### config.mk
export PLATFORM = sky130hd
export DESIGN_NAME = lm32_dtlb_refill
export DESIGN_NICKNAME = d
export VERILOG_FILES = /design/src/rtl/lm32_dtlb_refill_pkg.sv /design/src/rtl/lm32_dtlb_refill.sv
export SDC_FILE = /design/constraint.sdc
export NUM_CORES = 1
export LEC_CHECK = 0
export BUFFER_PORTS_ARGS = -buffer_cell sky130_fd_sc_hd__buf_2
export CORE_UTILIZATION = 44
export CTS_BUF_LIST = sky130_fd_sc_hd__clkbuf_8
export DETAILED_ROUTE_END_ITERATION = 10
export PLACE_DENSITY = 0.87
export SYNTH_ARGS = -nofsm -noshare
export SYNTH_HDL_FRONTEND = slang
export SYNTH_SLANG_ARGS = --single-unit
### constraint.sdc
create_clock -name clk_i -period 1.8 [get_ports clk_i]
set_input_delay 0.36 -clock clk_i [delete_from_list [all_inputs] [get_ports clk_i]]
set_output_delay 0.36 -clock clk_i [all_outputs]
set_load 0.02 [all_outputs]
### src/rtl/lm32_dtlb_refill_pkg.sv
// rtl/lm32_dtlb_refill_pkg.sv - shared DTLB refill walker types and constants
package lm32_dtlb_refill_pkg;

    typedef enum logic [2:0] {
        S_IDLE  = 3'd0,
        S_L1    = 3'd1,
        S_L2    = 3'd2,
        S_WR_V  = 3'd3,
        S_WR_P  = 3'd4,
        S_DONE  = 3'd5,
        S_FAULT = 3'd6
    } walk_state_t;

    localparam logic [4:0] LM32_CSR_TLB_VADDRESS = 5'h11;
    localparam logic [4:0] LM32_CSR_TLB_PADDRESS = 5'h12;

    localparam int PTE_VALID_BIT = 0;
    localparam int L1_IDX_HI     = 31;
    localparam int L1_IDX_LO     = 22;
    localparam int L2_IDX_HI     = 21;
    localparam int L2_IDX_LO     = 12;

    function automatic logic pte_valid(input logic [31:0] pte);
        return pte[PTE_VALID_BIT];
    endfunction

endpackage

### src/rtl/lm32_dtlb_refill.sv
// rtl/lm32_dtlb_refill.sv - two-level page-table walker that refills the DTLB via CSR writes
module lm32_dtlb_refill
    import lm32_dtlb_refill_pkg::*;
#(
    parameter int page_size = 4096
) (
    input  logic        clk_i,
    input  logic        rst_i,
    input  logic        enable,
    input  logic        start,
    input  logic [31:0] miss_addr,
    input  logic [31:0] ptbr,
    input  logic        abort,
    output logic [31:0] ptw_adr_o,
    output logic        ptw_cyc_o,
    output logic        ptw_stb_o,
    input  logic [31:0] ptw_dat_i,
    input  logic        ptw_ack_i,
    input  logic        ptw_err_i,
    output logic [4:0]  csr_o,
    output logic [31:0] csr_write_data_o,
    output logic        csr_write_enable_o,
    output logic        busy,
    output logic        done,
    output logic        fault
);

    localparam int PAGE_BITS = $clog2(page_size);

    walk_state_t r_state;
    walk_state_t w_next;
    logic        r_req;
    logic [31:PAGE_BITS] r_vaddr;
    logic [31:PAGE_BITS] r_ptbase;
    logic [31:PAGE_BITS] r_l2base;
    logic [31:PAGE_BITS] r_pte;

    logic w_walking;
    logic w_bus;
    logic w_unused;

    assign w_unused  = ^{ptbr[PAGE_BITS-1:0], ptw_dat_i[PAGE_BITS-1:1]};
    assign w_walking = (r_state == S_L1) || (r_state == S_L2);
    // r_req low marks the address-setup cycle on entry to each level, forcing a bus gap.
    assign w_bus     = w_walking && r_req;

    always_ff @(posedge clk_i or negedge rst_i) begin
        if (!rst_i) begin
            r_state  <= S_IDLE;
            r_req    <= 1'b0;
            r_vaddr  <= '0;
            r_ptbase <= '0;
            r_l2base <= '0;
            r_pte    <= '0;
        end else begin
            r_state <= w_next;
            r_req   <= w_walking && (w_next == r_state);
            if (r_state == S_IDLE && w_next == S_L1) begin
                r_vaddr  <= miss_addr[31:PAGE_BITS];
                r_ptbase <= ptbr[31:PAGE_BITS];
            end
            if (r_state == S_L1 && w_next == S_L2) begin
                r_l2base <= ptw_dat_i[31:PAGE_BITS];
            end
            if (r_state == S_L2 && w_next == S_WR_V) begin
                r_pte <= ptw_dat_i[31:PAGE_BITS];
            end
        end
    end

    always_comb begin
        w_next = r_state;
        unique case (r_state)
            S_IDLE: begin
                if (start && enable) begin
                    w_next = S_L1;
                end
            end
            S_L1, S_L2: begin
                // Priority: abort, then error, then ack.
                if (abort) begin
                    w_next = S_IDLE;
                end else if (w_bus && ptw_err_i) begin
                    w_next = S_FAULT;
                end else if (w_bus && ptw_ack_i) begin
                    if (!pte_valid(ptw_dat_i)) begin
                        w_next = S_FAULT;
                    end else if (r_state == S_L1) begin
                        w_next = S_L2;
                    end else begin
                        w_next = S_WR_V;
                    end
                end
            end
            S_WR_V:  w_next = S_WR_P;
            S_WR_P:  w_next = S_DONE;
            S_DONE:  w_next = S_IDLE;
            S_FAULT: w_next = S_IDLE;
            default: w_next = S_IDLE;
        endcase
    end

    always_comb begin
        ptw_adr_o          = '0;
        csr_o              = '0;
        csr_write_data_o   = '0;
        csr_write_enable_o = 1'b0;
        ptw_cyc_o          = w_bus && !abort;
        ptw_stb_o          = w_bus && !abort;
        busy               = (r_state != S_IDLE);
        done               = (r_state == S_DONE);
        fault              = (r_state == S_FAULT);
        unique case (r_state)
            S_L1: ptw_adr_o = {r_ptbase, r_vaddr[L1_IDX_HI:L1_IDX_LO], 2'b00};
            S_L2: ptw_adr_o = {r_l2base, r_vaddr[L2_IDX_HI:L2_IDX_LO], 2'b00};
            S_WR_V: begin
                csr_write_enable_o = 1'b1;
                csr_o              = LM32_CSR_TLB_VADDRESS;
                csr_write_data_o   = {r_vaddr, 11'b0, 1'b1};
            end
            S_WR_P: begin
                csr_write_enable_o = 1'b1;
                csr_o              = LM32_CSR_TLB_PADDRESS;
                csr_write_data_o   = {r_pte, 11'b0, 1'b1};
            end
            default: ;
        endcase
    end

endmodule
* After elaboration in Yosys (flattened, before gate mapping)
Index checks and enable logic that the tools add are counted.
Word-level totals: flip-flop bits (word level) 84, logic and storage cells 42
Operators by class: equality and inequality tests 10, muxes and demuxes 11, reductions and logical operators 15
Operators with widths (count):
- $pmux W32 S2 | 2
- $mux W3 | 5
- $eq A3 B2 Y1 const B | 4
- $pmux W3 S4 | 1
- $pmux W5 S2 | 1
- $eq A3 B3 Y1 const B | 3
- $logic_and A1 B1 Y1 | 9
- $eq A3 B1 Y1 const B | 2
- $reduce_or A2 Y1 | 2
- $eq A3 B3 Y1 | 1
- $logic_not A3 Y1 | 1
- $reduce_bool A3 Y1 | 1
- $mux W1 | 2
- $logic_not A1 Y1 | 1
- $logic_or A1 B1 Y1 | 1

* Logic depth before layout (Yosys ltp)
Gate-level depths: netlist (run 1).
depth after elaboration 10, depth in mapped cells 6, depth with buffers taken out 4

* Worst setup path after synthesis (run 1)
OpenSTA, ideal clock, no wires.
path kind reg-to-output, from register r_state[0], to output ptw_stb_o, data arrival time 1.516 ns, required time 1.440 ns, setup slack -0.076 ns, cell stages (with the launch flop) 5, path buffers 2, cells stage by stage dfrtp_1 > buf_2 > xnor2_1 > nor3b_1 > buf_4
On the way: cells in the longest elaborated chain, start to end 4
RTL lines:
- from (decl) | RTL line lm32_dtlb_refill.sv:30 | walk_state_t r_state;
- from (signal assigned) | RTL line lm32_dtlb_refill.sv:56 | r_state <= w_next;
- $eq A3 B1 Y1 / $eq A3 B2 Y1 (equally long branches) | RTL line lm32_dtlb_refill.sv:43 | assign w_walking = (r_state == S_L1) || (r_state == S_L2);
- $logic_or A1 B1 Y1 * | RTL line lm32_dtlb_refill.sv:43
- $logic_and A1 B1 Y1 * | RTL line lm32_dtlb_refill.sv:45 | assign w_bus = w_walking && r_req;
- $logic_and A1 B1 Y1 *
- to (decl) | RTL line lm32_dtlb_refill.sv:16 | output logic ptw_stb_o,
Every way passes the cells marked *; elsewhere a longest branch is shown, timed or not.

* Worst setup path after layout (run 1)
from register r_state[1], to output ptw_adr_o[20]
On the way: cells in the longest elaborated chain, start to end 2
RTL lines:
- $eq A3 B2 Y1 / $eq A3 B1 Y1 (equally long branches) | RTL line lm32_dtlb_refill.sv:113 | unique case (r_state)
- $pmux W32 S2 * | RTL line lm32_dtlb_refill.sv:113
- to (decl) | RTL line lm32_dtlb_refill.sv:14 | output logic [31:0] ptw_adr_o,
Marked as above.

==> qor.csv, run 1 <==
stage,metric,value,unit
cts,Skew-Pair Late Insertion Delay,0.36,ns
yosys,synthesized area,4000,um^2
yosys,top-area cell type share of the netlist area,52.5,%
cells_and_area,layout cell share with drive strength beyond 1,60.7,%
cts,CTS tree,done,
timing,Hold Slack,0.231,ns
detailed_routing,DRT Wirelength,10800,um
grt,GRT Total Usage,22.9,%
critical_path,"Largest stage delay, worst path",0.43,ns
critical_path,Worst R2R Path Depth,6,
critical_path,Critical R2R Launch,r_state[2]$_DFF_PN0_,
yosys,"count leader, synth",dfrtp_1,
yosys,synth cell count leaders,"84 x dfrtp_1, 80 x mux2_2, 50 x a22o_1",
timing,Clock Skews,0.0146,ns
min_path,Hold Path Sink,r_ptbase[20]$_DFFE_PN0P_,
cts,total CTS buffers,9,
critical_path,"Slowest-stage cell, CP",dfrtp_2,
timing,final hold violation count,0,
floorplan,Initial Utilization,45.7,%
detailed_routing,First-pass DRT Iterations,4,
critical_path,critical path type,flop to output port,
timing,post-route minimum period,2.03,ns
grt,vias in the first global route,3227,
critical_path,worst-path cell chain,buf_6 > nor3_4 > buf_6 > buf_8 > a22o_1 > buf_6,
timing,final setup violation count,117,
critical_path,"setup slack, reg-to-reg",-0.11,ns
grt,met2 global-route usage,39.7,%
yosys,count of unique library cells instantiated by Yosys,39,
yosys,syn_area_per_cell,13.3,um^2
cells_and_area,Antenna Cells,0,
power_and_ir_drop,Cell Pwr Density,1480,nW/um^2
outcome,status,"finished, violations left",
cts,clock tree buffer depth,2,
min_path,hold path startpoint,ptbr[20],
grt,GRT met3 Usage,5.11,%
yosys,main area contributors after synthesis,"dfrtp_1 53%, mux2_2 23%, a22o_1 11%",
power_and_ir_drop,total power,8.42,mW
grt,initial antenna violation count,0,
power_and_ir_drop,Pleak,2.82,nW
placement,dpl hpwl,6970,um
critical_path,reg2reg end,r_ptbase[25]$_DFFE_PN0P_,
cts,root buffer cell,clkbuf_8,
critical_path,critical path arrival,1.67,ns
floorplan,Die Y,97.4,um
yosys,"Warnings, synthesis",0,
floorplan,chip width,97.4,um
grt,largest net degree at the start of global routing,37,
min_path,hold depth,2,
cells_and_area,fin nets,559,
cells_and_area,Layout area overhead,42.1,%
outcome,failing checks,setup timing,
yosys,register area share after synthesis,52.5,%
power_and_ir_drop,Peak supply drop,662,uV
detailed_routing,drt wl/cell,19.1,um
critical_path,Critical path buffers and inverters,4,
grt,global route overflow,0,
detailed_routing,DRT iter0 DRCs,67,
critical_path,"Largest delay share family, worst path",buffers and inverters,
detailed_routing,Vias/cell,5.45,
timing,max frequency,494,MHz
grt,global-route wire length before repair,16900,um
floorplan,area of the die,9480,um^2
timing,RSZ-0062 raised after global routing,yes,
critical_path,Worst setup EP type,output port,
critical_path,worst-path maximum fanout,8,
yosys,Post-synth EDFFs,0,
cts,H-tree depth,3,
min_path,Hold WC Path Type,primary input to flop,
timing,setup ws final,-0.226,ns
timing,Slew Limit Fails,0,
floorplan,number of placement rows,34,
cells_and_area,fin area,5690,um^2
placement,Area after DPL,4810,um^2
detailed_routing,vias,3100,
floorplan,Placeable Area,8760,um^2
yosys,largest area contributor in the netlist,dfrtp_1,
critical_path,most frequent CP cell,buf_6,
yosys,Cells after Synth,300,
placement,GP Congestion,0.774,
yosys,Synth Register Bits,84,
yosys,Synth Flop Type,dfrtp_1,
yosys,Synth async-reset ratio,100,%
placement,I/O Buffers,127,
cts,clock sinks,84,
detailed_routing,Post-route DRC,0,
detailed_routing,Antenna Nets Post-Route,0,
cts,clock-pin slew on the worst setup and hold paths,0.10,ns
grt,GRT busiest layer,met2,
floorplan,io pins,178,
job,Max Cap Viol,0,
critical_path,Critical Path RT,1.44,ns
critical_path,CP Launch Type,flop,
grt,met1 usage in global routing,29.3,%
timing,final worst path period share,113,%
cell type report:
| type | count | area (um^2) |
|---|---|---|
| Fill cell | 650 | 3070 |
| Sequential cell | 84 | 2110 |
| Clock buffer | 9 | 124 |
| Inverter | 3 | 13.8 |
| Clock inverter | 7 | 97.6 |
| Tap cell | 108 | 135 |
| Timing Repair Buffer | 171 | 1480 |
| Multi-Input combinational cell | 187 | 1740 |
kinds of logic after synthesis:
group,share of synthesized area (%)
buffers and inverters,6.97
AO/OA/AOI/OAI,13.3
flip-flops,52.5
multiplexers,22.5
XOR/XNOR,0.219
other,0.0937
AND/OR/NAND/NOR,4.13
adder cells (fa/ha/maj),0.250
power breakdown:
group / total [mW] / internal, mW / switching [mW]
Clock: 1.50 / 0.792 / 0.709
Sequential: 3.04 / 2.57 / 0.477
Combinational: 3.88 / 2.21 / 1.67
Total: 8.42 / 5.57 / 2.85
what timing repair did:
item,CTS,global route
buffers inserted,10,4
pin swaps,22,13
hold buffers,1,0
hold endpoints to repair,28,0
resized for setup,117,20
gates cloned,3,3
setup endpoints to repair,79,119
state kept, by name, indices dropped and copies added, names as in the netlist:
name,cells
r_vaddr,20
r_pte,20
r_l2base,20
r_req,1
r_ptbase,20
r_state,3
layout by cell type (no fill, tap or decap), types with 3 or more instances in the layout:
cell type and n:
mux2_2 80, buf_12 5, a22o_1 50, buf_6 54, conb_1 15, dfrtp_1 81
inv_1 3, clkbuf_8 9, buf_4 36, buf_2 68, a21oi_1 3, inv_6 3
nor2_1 4, clkbuf_16 3, dfrtp_2 3, buf_8 3
worst max-delay path by stage:
stage,to,depth (start not counted),from,slack (ns)
after global routing,ptw_adr_o[20],5,r_state[0]$_DFF_PN0_,-0.30
after floorplan,ptw_adr_o[10],5,r_state[0]$_DFF_PN0_,0.04
final,ptw_adr_o[20],6,r_state[1]$_DFF_PN0_,-0.23
after global placement,r_l2base[17]$_DFFE_PN0P_,5,r_state[2]$_DFF_PN0_,-0.02
after detailed placement,r_l2base[18]$_DFFE_PN0P_,5,r_state[2]$_DFF_PN0_,-0.03
after CTS,ptw_adr_o[28],6,r_state[1]$_DFF_PN0_,-0.23
stage by stage:
stage	utilization, %	cells	worst slack [ns]	setup TNS, ns
after floorplan	-	314	0.0431	0
after global placement	54.9	532	-0.0194	-0.170
after detailed placement	54.9	532	-0.0336	-0.241
after CTS	62.8	562	-0.228	-12.55
after global routing	64.9	569	-0.303	-22.17
final	64.9	569	-0.226	-14.83
layer usage:
metal	part of all wire, %	wire, um
met1	42	4540
met2	52	5690
met3	4.9	527
met4	0.75	81
met5	0	0
(Power assumes the default switching activity.)
==> inputs of run 2 (changes only) <==
--- a/config.mk
+++ b/config.mk
@@ -6,10 +6,10 @@
 export NUM_CORES = 1
 export LEC_CHECK = 0
 export BUFFER_PORTS_ARGS = -buffer_cell sky130_fd_sc_hd__buf_2
-export CORE_UTILIZATION = 44
+export CORE_UTILIZATION = 25
 export CTS_BUF_LIST = sky130_fd_sc_hd__clkbuf_8
 export DETAILED_ROUTE_END_ITERATION = 10
-export PLACE_DENSITY = 0.87
+export PLACE_DENSITY = 0.58
 export SYNTH_ARGS = -nofsm -noshare
 export SYNTH_HDL_FRONTEND = slang
 export SYNTH_SLANG_ARGS = --single-unit
==> qor.csv, run 2 (synthesized netlist as in run 1, its figures left out) <==
stage,metric,value,unit
outcome,status,"finished, violations left",
outcome,failing checks,"hold timing, setup timing",
critical_path,critical path type,flop to output port,
floorplan,Placeable Area,15400,um^2
power_and_ir_drop,Cell Pwr Density,1450,nW/um^2
detailed_routing,DRT Wirelength,13000,um
power_and_ir_drop,switching share of power,33.7,%
grt,GRT Total Usage,14.4,%
power_and_ir_drop,Int Pwr,6.02,mW
cts,"Hold-fix buffers, CTS",0,
timing,Slew Limit Fails,0,
detailed_routing,Post-route DRC,0,
placement,I/O Buffers,127,
timing,final worst path period share,118,%
critical_path,Worst setup EP type,output port,
floorplan,area of the die,16500,um^2
cts,clock tree buffer depth,2,
power_and_ir_drop,Net Sw Power,3.06,mW
cells_and_area,Layout area overhead,56.3,%
min_path,Hold WC Path Type,primary input to asynchronous set/reset pin,
cells_and_area,Antenna Cells,0,
critical_path,Critical R2R Launch,r_state[2]$_DFF_PN0_,
detailed_routing,Vias/cell,4.62,
timing,Clock Skews,0.00607,ns
cts,Skew-Pair Late Insertion Delay,0.36,ns
critical_path,"Slowest-stage cell, CP",dfrtp_2,
critical_path,"Largest delay share family, worst path",buffers and inverters,
placement,dpl cells,632,
critical_path,critical path launch point,r_state[2]$_DFF_PN0_,
cells_and_area,fin area,6260,um^2
cells_and_area,fin nets,572,
cells_and_area,layout cell share with drive strength beyond 1,62.4,%
timing,setup ws final,-0.324,ns
placement,GP Congestion,0.753,
critical_path,worst-path maximum fanout,12,
detailed_routing,DRT iter0 DRCs,138,
floorplan,chip width,129,um
cts,clock-pin slew on the worst setup and hold paths,0.08,ns
cts,H-tree depth,3,
detailed_routing,Antenna Nets Post-Route,0,
floorplan,io pins,178,
floorplan,number of placement rows,45,
critical_path,most frequent CP cell,buf_6,
critical_path,critical path arrival,1.76,ns
power_and_ir_drop,Peak supply drop,750,uV
critical_path,Critical path buffers and inverters,4,
cells_and_area,most frequent cells in the layout,"82 x dfrtp_1, 73 x buf_2, 62 x buf_6, 50 x a22o_1, 41 x mux2_4",
grt,global-route wire length before repair,17400,um
cts,CTS tree,done,
power_and_ir_drop,Clock power frac,13.3,%
critical_path,Critical Path RT,1.44,ns
critical_path,CP Launch Type,flop,
cells_and_area,Non-Filler Instances,682,
timing,final setup violation count,140,
power_and_ir_drop,logic gate share of total power,53.4,%
timing,max frequency,471,MHz
timing,Hold Slack,-0.0198,ns
grt,global route overflow,0,
detailed_routing,First-pass DRT Iterations,4,
timing,max_slew headroom,65.5,%
floorplan,Initial Utilization,26.0,%
power_and_ir_drop,total power,9.08,mW
critical_path,worst-path cell chain,buf_6 > buf_6 > and3_4 > buf_8 > a22o_1 > buf_2,
floorplan,Die Y,129,um
timing,final hold violation count,8,
grt,largest net degree at the start of global routing,85,
grt,initial antenna violation count,0,
placement,dpl hpwl,7460,um
placement,Area after DPL,4920,um^2
cells_and_area,number of fill cells,1512,
timing,Worst Tran Pin Value,0.517,ns
power_and_ir_drop,Pleak,3.10,nW
critical_path,"Largest stage delay, worst path",0.43,ns
detailed_routing,vias,3154,
timing,post-route minimum period,2.12,ns
cts,root buffer cell,clkbuf_8,
power_and_ir_drop,sequential share of power,33.3,%
timing,RSZ-0062 raised after global routing,yes,
cells_and_area,"most common cell after layout, fill and taps aside",dfrtp_1,
cts,total CTS buffers,9,
detailed_routing,drt wl/cell,19.1,um
job,Max Cap Viol,0,
cts,clock sinks,84,
grt,vias in the first global route,3110,
[run 2: worst register-to-register path, cell delays in order, from the launching register on]
cell,delay [ns]
dfrtp_2,0.43
buf_6,0.13
buf_6,0.11
buf_6,0.10
or3_4,0.36
nor2_4,0.14
buf_12,0.18
clkbuf_16,0.19
mux2_4,0.30
[run 2: final timing paths]
check,endpoint,slack [ns],depth (start not counted)
worst min register to register,r_l2base[22]$_DFFE_PN0P_,0.51,1
worst max register to register,r_ptbase[29]$_DFFE_PN0P_,-0.24,8
max in group asynchronous,r_l2base[18]$_DFFE_PN0P_,1.37,2
min in group clk_i,r_vaddr[30]$_DFFE_PN0P_,0.22,2
worst max-delay path,csr_write_data_o[31],-0.32,6
worst min-delay path,r_l2base[15]$_DFFE_PN0P_,-0.02,2
[run 2: repair_timing]
action | 4_1_cts | 5_1_grt
buffers inserted | 12 | 12
endpoints found under the setup margin | 71 | 141
pin swaps | 19 | 8
gates cloned | 4 | 11
resized for setup | 125 | 88
[run 2: area by class of cell]
class	instances	area, um^2	area share [%]
clock inverter	2	12.5	0.200
inverter	3	13.8	0.220
multi-input combinational	187	1910	30.6
timing repair buffer	184	1800	28.7
tap	211	264	4.22
sequential	84	2100	33.6
clock buffer	11	151	2.42
[run 2: per-stage QoR]
stage | TNS (ns) | util (%) | setup slack (ns)
floorplan | 0 | - | 0.0431
global placement | -0.0304 | 31.9 | -0.00915
detailed placement | -0.256 | 31.9 | -0.0329
CTS | -20.89 | 36.4 | -0.318
global route | -36.57 | 40.6 | -0.385
finish | -28.65 | 40.6 | -0.324
[run 2: power groups by stage]
stage                     clock [mW]  combinational (mW)  sequential, mW
after floorplan                    0                2.15            2.88
after global placement             0                2.84            3.01
after detailed placement           0                2.89            3.05
after CTS                       1.27                3.84            3.00
after global routing            1.34                5.13            3.10
final                           1.21                4.85            3.03
[run 2: metal layers]
layer	vias to the layer above	share of wire [%]	global-route usage, %
li1	1420	-	-
met1	1605	46	18.3
met2	121	48	23.4
met3	8	5.5	4.53
met4	0	0.88	4.57
met5	-	0	0
==> inputs of run 3 (changes only) <==
--- a/config.mk
+++ b/config.mk
@@ -6,6 +6,7 @@
 export NUM_CORES = 1
 export LEC_CHECK = 0
 export BUFFER_PORTS_ARGS = -buffer_cell sky130_fd_sc_hd__buf_2
+export CORE_ASPECT_RATIO = 1.2
 export CORE_UTILIZATION = 25
 export CTS_BUF_LIST = sky130_fd_sc_hd__clkbuf_8
 export DETAILED_ROUTE_END_ITERATION = 10
==> qor.csv, run 3 (synthesized netlist as in run 1, its figures left out) <==
stage,metric,value,unit
cells_and_area,fin nets,566,
timing,RSZ-0062 raised after global routing,yes,
cts,Skew-Pair Late Insertion Delay,0.36,ns
outcome,status,"finished, violations left",
timing,setup TNS,-19.18,ns
power_and_ir_drop,switching share of power,34.0,%
critical_path,"Largest delay share family, worst path",buffers and inverters,
cts,clock sinks,84,
cells_and_area,Layout area overhead,51.8,%
critical_path,critical path arrival,1.72,ns
min_path,Hold WC Path Type,primary input to flop,
critical_path,CP Launch Type,flop,
floorplan,number of placement rows,50,
grt,global-route wire length before repair,19000,um
grt,vias in the first global route,3285,
cells_and_area,fin area,6080,um^2
floorplan,area of the die,16500,um^2
power_and_ir_drop,sequential share of power,34.5,%
detailed_routing,vias,3152,
power_and_ir_drop,Net Sw Power,3.05,mW
cts,CTS tree,done,
timing,final worst path period share,115,%
timing,Slew Limit Fails,0,
power_and_ir_drop,Pleak,3.09,nW
detailed_routing,Post-route DRC,0,
power_and_ir_drop,Peak supply drop,588,uV
critical_path,Critical Path RT,1.44,ns
critical_path,"setup slack, reg-to-reg",-0.13,ns
floorplan,Placeable Area,15600,um^2
cells_and_area,Antenna Cells,0,
critical_path,worst-path cell chain,buf_6 > nor3_4 > buf_4 > buf_6 > a22o_1 > buf_4,
job,Max Cap Viol,0,
grt,largest net degree at the start of global routing,39,
detailed_routing,Antenna Nets Post-Route,0,
cells_and_area,most frequent cells in the layout,"83 x dfrtp_1, 81 x buf_2, 50 x a22o_1, 47 x mux2_4, 39 x buf_6",
detailed_routing,Vias/cell,4.66,
critical_path,Worst setup EP type,output port,
grt,initial antenna violation count,0,
placement,Setup Slack @ Placement,-0.114,ns
timing,post-route minimum period,2.08,ns
critical_path,Critical path buffers and inverters,4,
timing,setup ws final,-0.279,ns
cts,clock-pin slew on the worst setup and hold paths,0.08,ns
detailed_routing,DRT Wirelength,13100,um
timing,max frequency,481,MHz
cts,H-tree depth,3,
cells_and_area,"most common cell after layout, fill and taps aside",dfrtp_1,
placement,dpl hpwl,7890,um
timing,Clock Skews,0.00382,ns
floorplan,Initial Utilization,25.6,%
critical_path,critical path type,flop to output port,
grt,GRT Total Usage,15.4,%
critical_path,"Slowest-stage cell, CP",dfrtp_1,
critical_path,"Largest stage delay, worst path",0.42,ns
cells_and_area,layout cell share with drive strength beyond 1,60.7,%
grt,global route overflow,0,
cts,clock tree buffer depth,2,
floorplan,chip width,118,um
cts,total CTS buffers,9,
floorplan,io pins,178,
floorplan,Die Y,141,um
timing,final setup violation count,128,
placement,GP Congestion,0.743,
critical_path,worst-path maximum fanout,8,
power_and_ir_drop,Cell Pwr Density,1470,nW/um^2
placement,I/O Buffers,127,
detailed_routing,drt wl/cell,19.4,um
timing,final hold violation count,0,
power_and_ir_drop,logic gate share of total power,50.3,%
placement,Area after DPL,4980,um^2
detailed_routing,DRT iter0 DRCs,164,
detailed_routing,First-pass DRT Iterations,4,
power_and_ir_drop,Clock power frac,15.2,%
power_and_ir_drop,Int Pwr,5.90,mW
outcome,failing checks,setup timing,
cts,root buffer cell,clkbuf_8,
## run 3: layer usage
| layer | vias up | wire length [um] | track usage [%] |
|---|---|---|---|
| li1 | 1399 | - | - |
| met1 | 1618 | 5820 | 19.6 |
| met2 | 121 | 6490 | 25.5 |
| met3 | 14 | 631 | 4.09 |
| met4 | 0 | 182 | 5.13 |
| met5 | - | 0 | 0 |
## run 3: repair_timing
item / in CTS / in global routing
pin swaps: 20 / 10
setup buffers: 12 / 5
cloned: 5 / 5
resized for setup: 128 / 40
hold buffers: 1 / 0
hold endpoints to repair: 25 / 0
setup endpoints to repair: 125 / 141
## run 3: power groups by stage
stage	Clock, mW	Combinational, mW	Sequential [mW]
final	1.36	4.50	3.09
after floorplan	0	2.15	2.88
after CTS	1.42	4.18	3.07
after detailed placement	0	2.89	3.10
after global placement	0	2.84	3.06
after global routing	1.48	4.74	3.16
## run 3: cell type report
class	count	area [um^2]
Sequential cell	84	2100
Clock inverter	5	45.0
Multi-Input combinational cell	187	1940
Inverter	3	11.3
Tap cell	208	260
Timing Repair Buffer	178	1560
Fill cell	1517	9560
Clock buffer	11	151
## run 3: final timing paths
kind | cells past startpoint | startpoint | endpoint
setup / recovery | 6 | r_state[1]$_DFF_PN0_ | ptw_adr_o[13]
hold / removal | 2 | miss_addr[22] | r_vaddr[22]$_DFFE_PN0P_
setup reg to reg | 6 | r_state[2]$_DFF_PN0_ | r_ptbase[17]$_DFFE_PN0P_
hold reg to reg | 1 | r_pte[14]$_DFFE_PN0P_ | r_pte[14]$_DFFE_PN0P_
max in group asynchronous | 3 | rst_i | r_vaddr[13]$_DFFE_PN0P_
min in group asynchronous | 2 | rst_i | r_l2base[31]$_DFFE_PN0P_
## run 3: metrics by stage
stage                     instances  hold WS [ns]  utilization (%)  total power [mW]
after floorplan                 314        0.0644                -              5.03
after global placement          633         0.319             31.8              5.90
after detailed placement        633         0.319             31.8              5.99
after CTS                       667         0.187             36.9              8.67
after global routing            676         0.199             38.8              9.39
final                           676         0.221             38.8              8.95
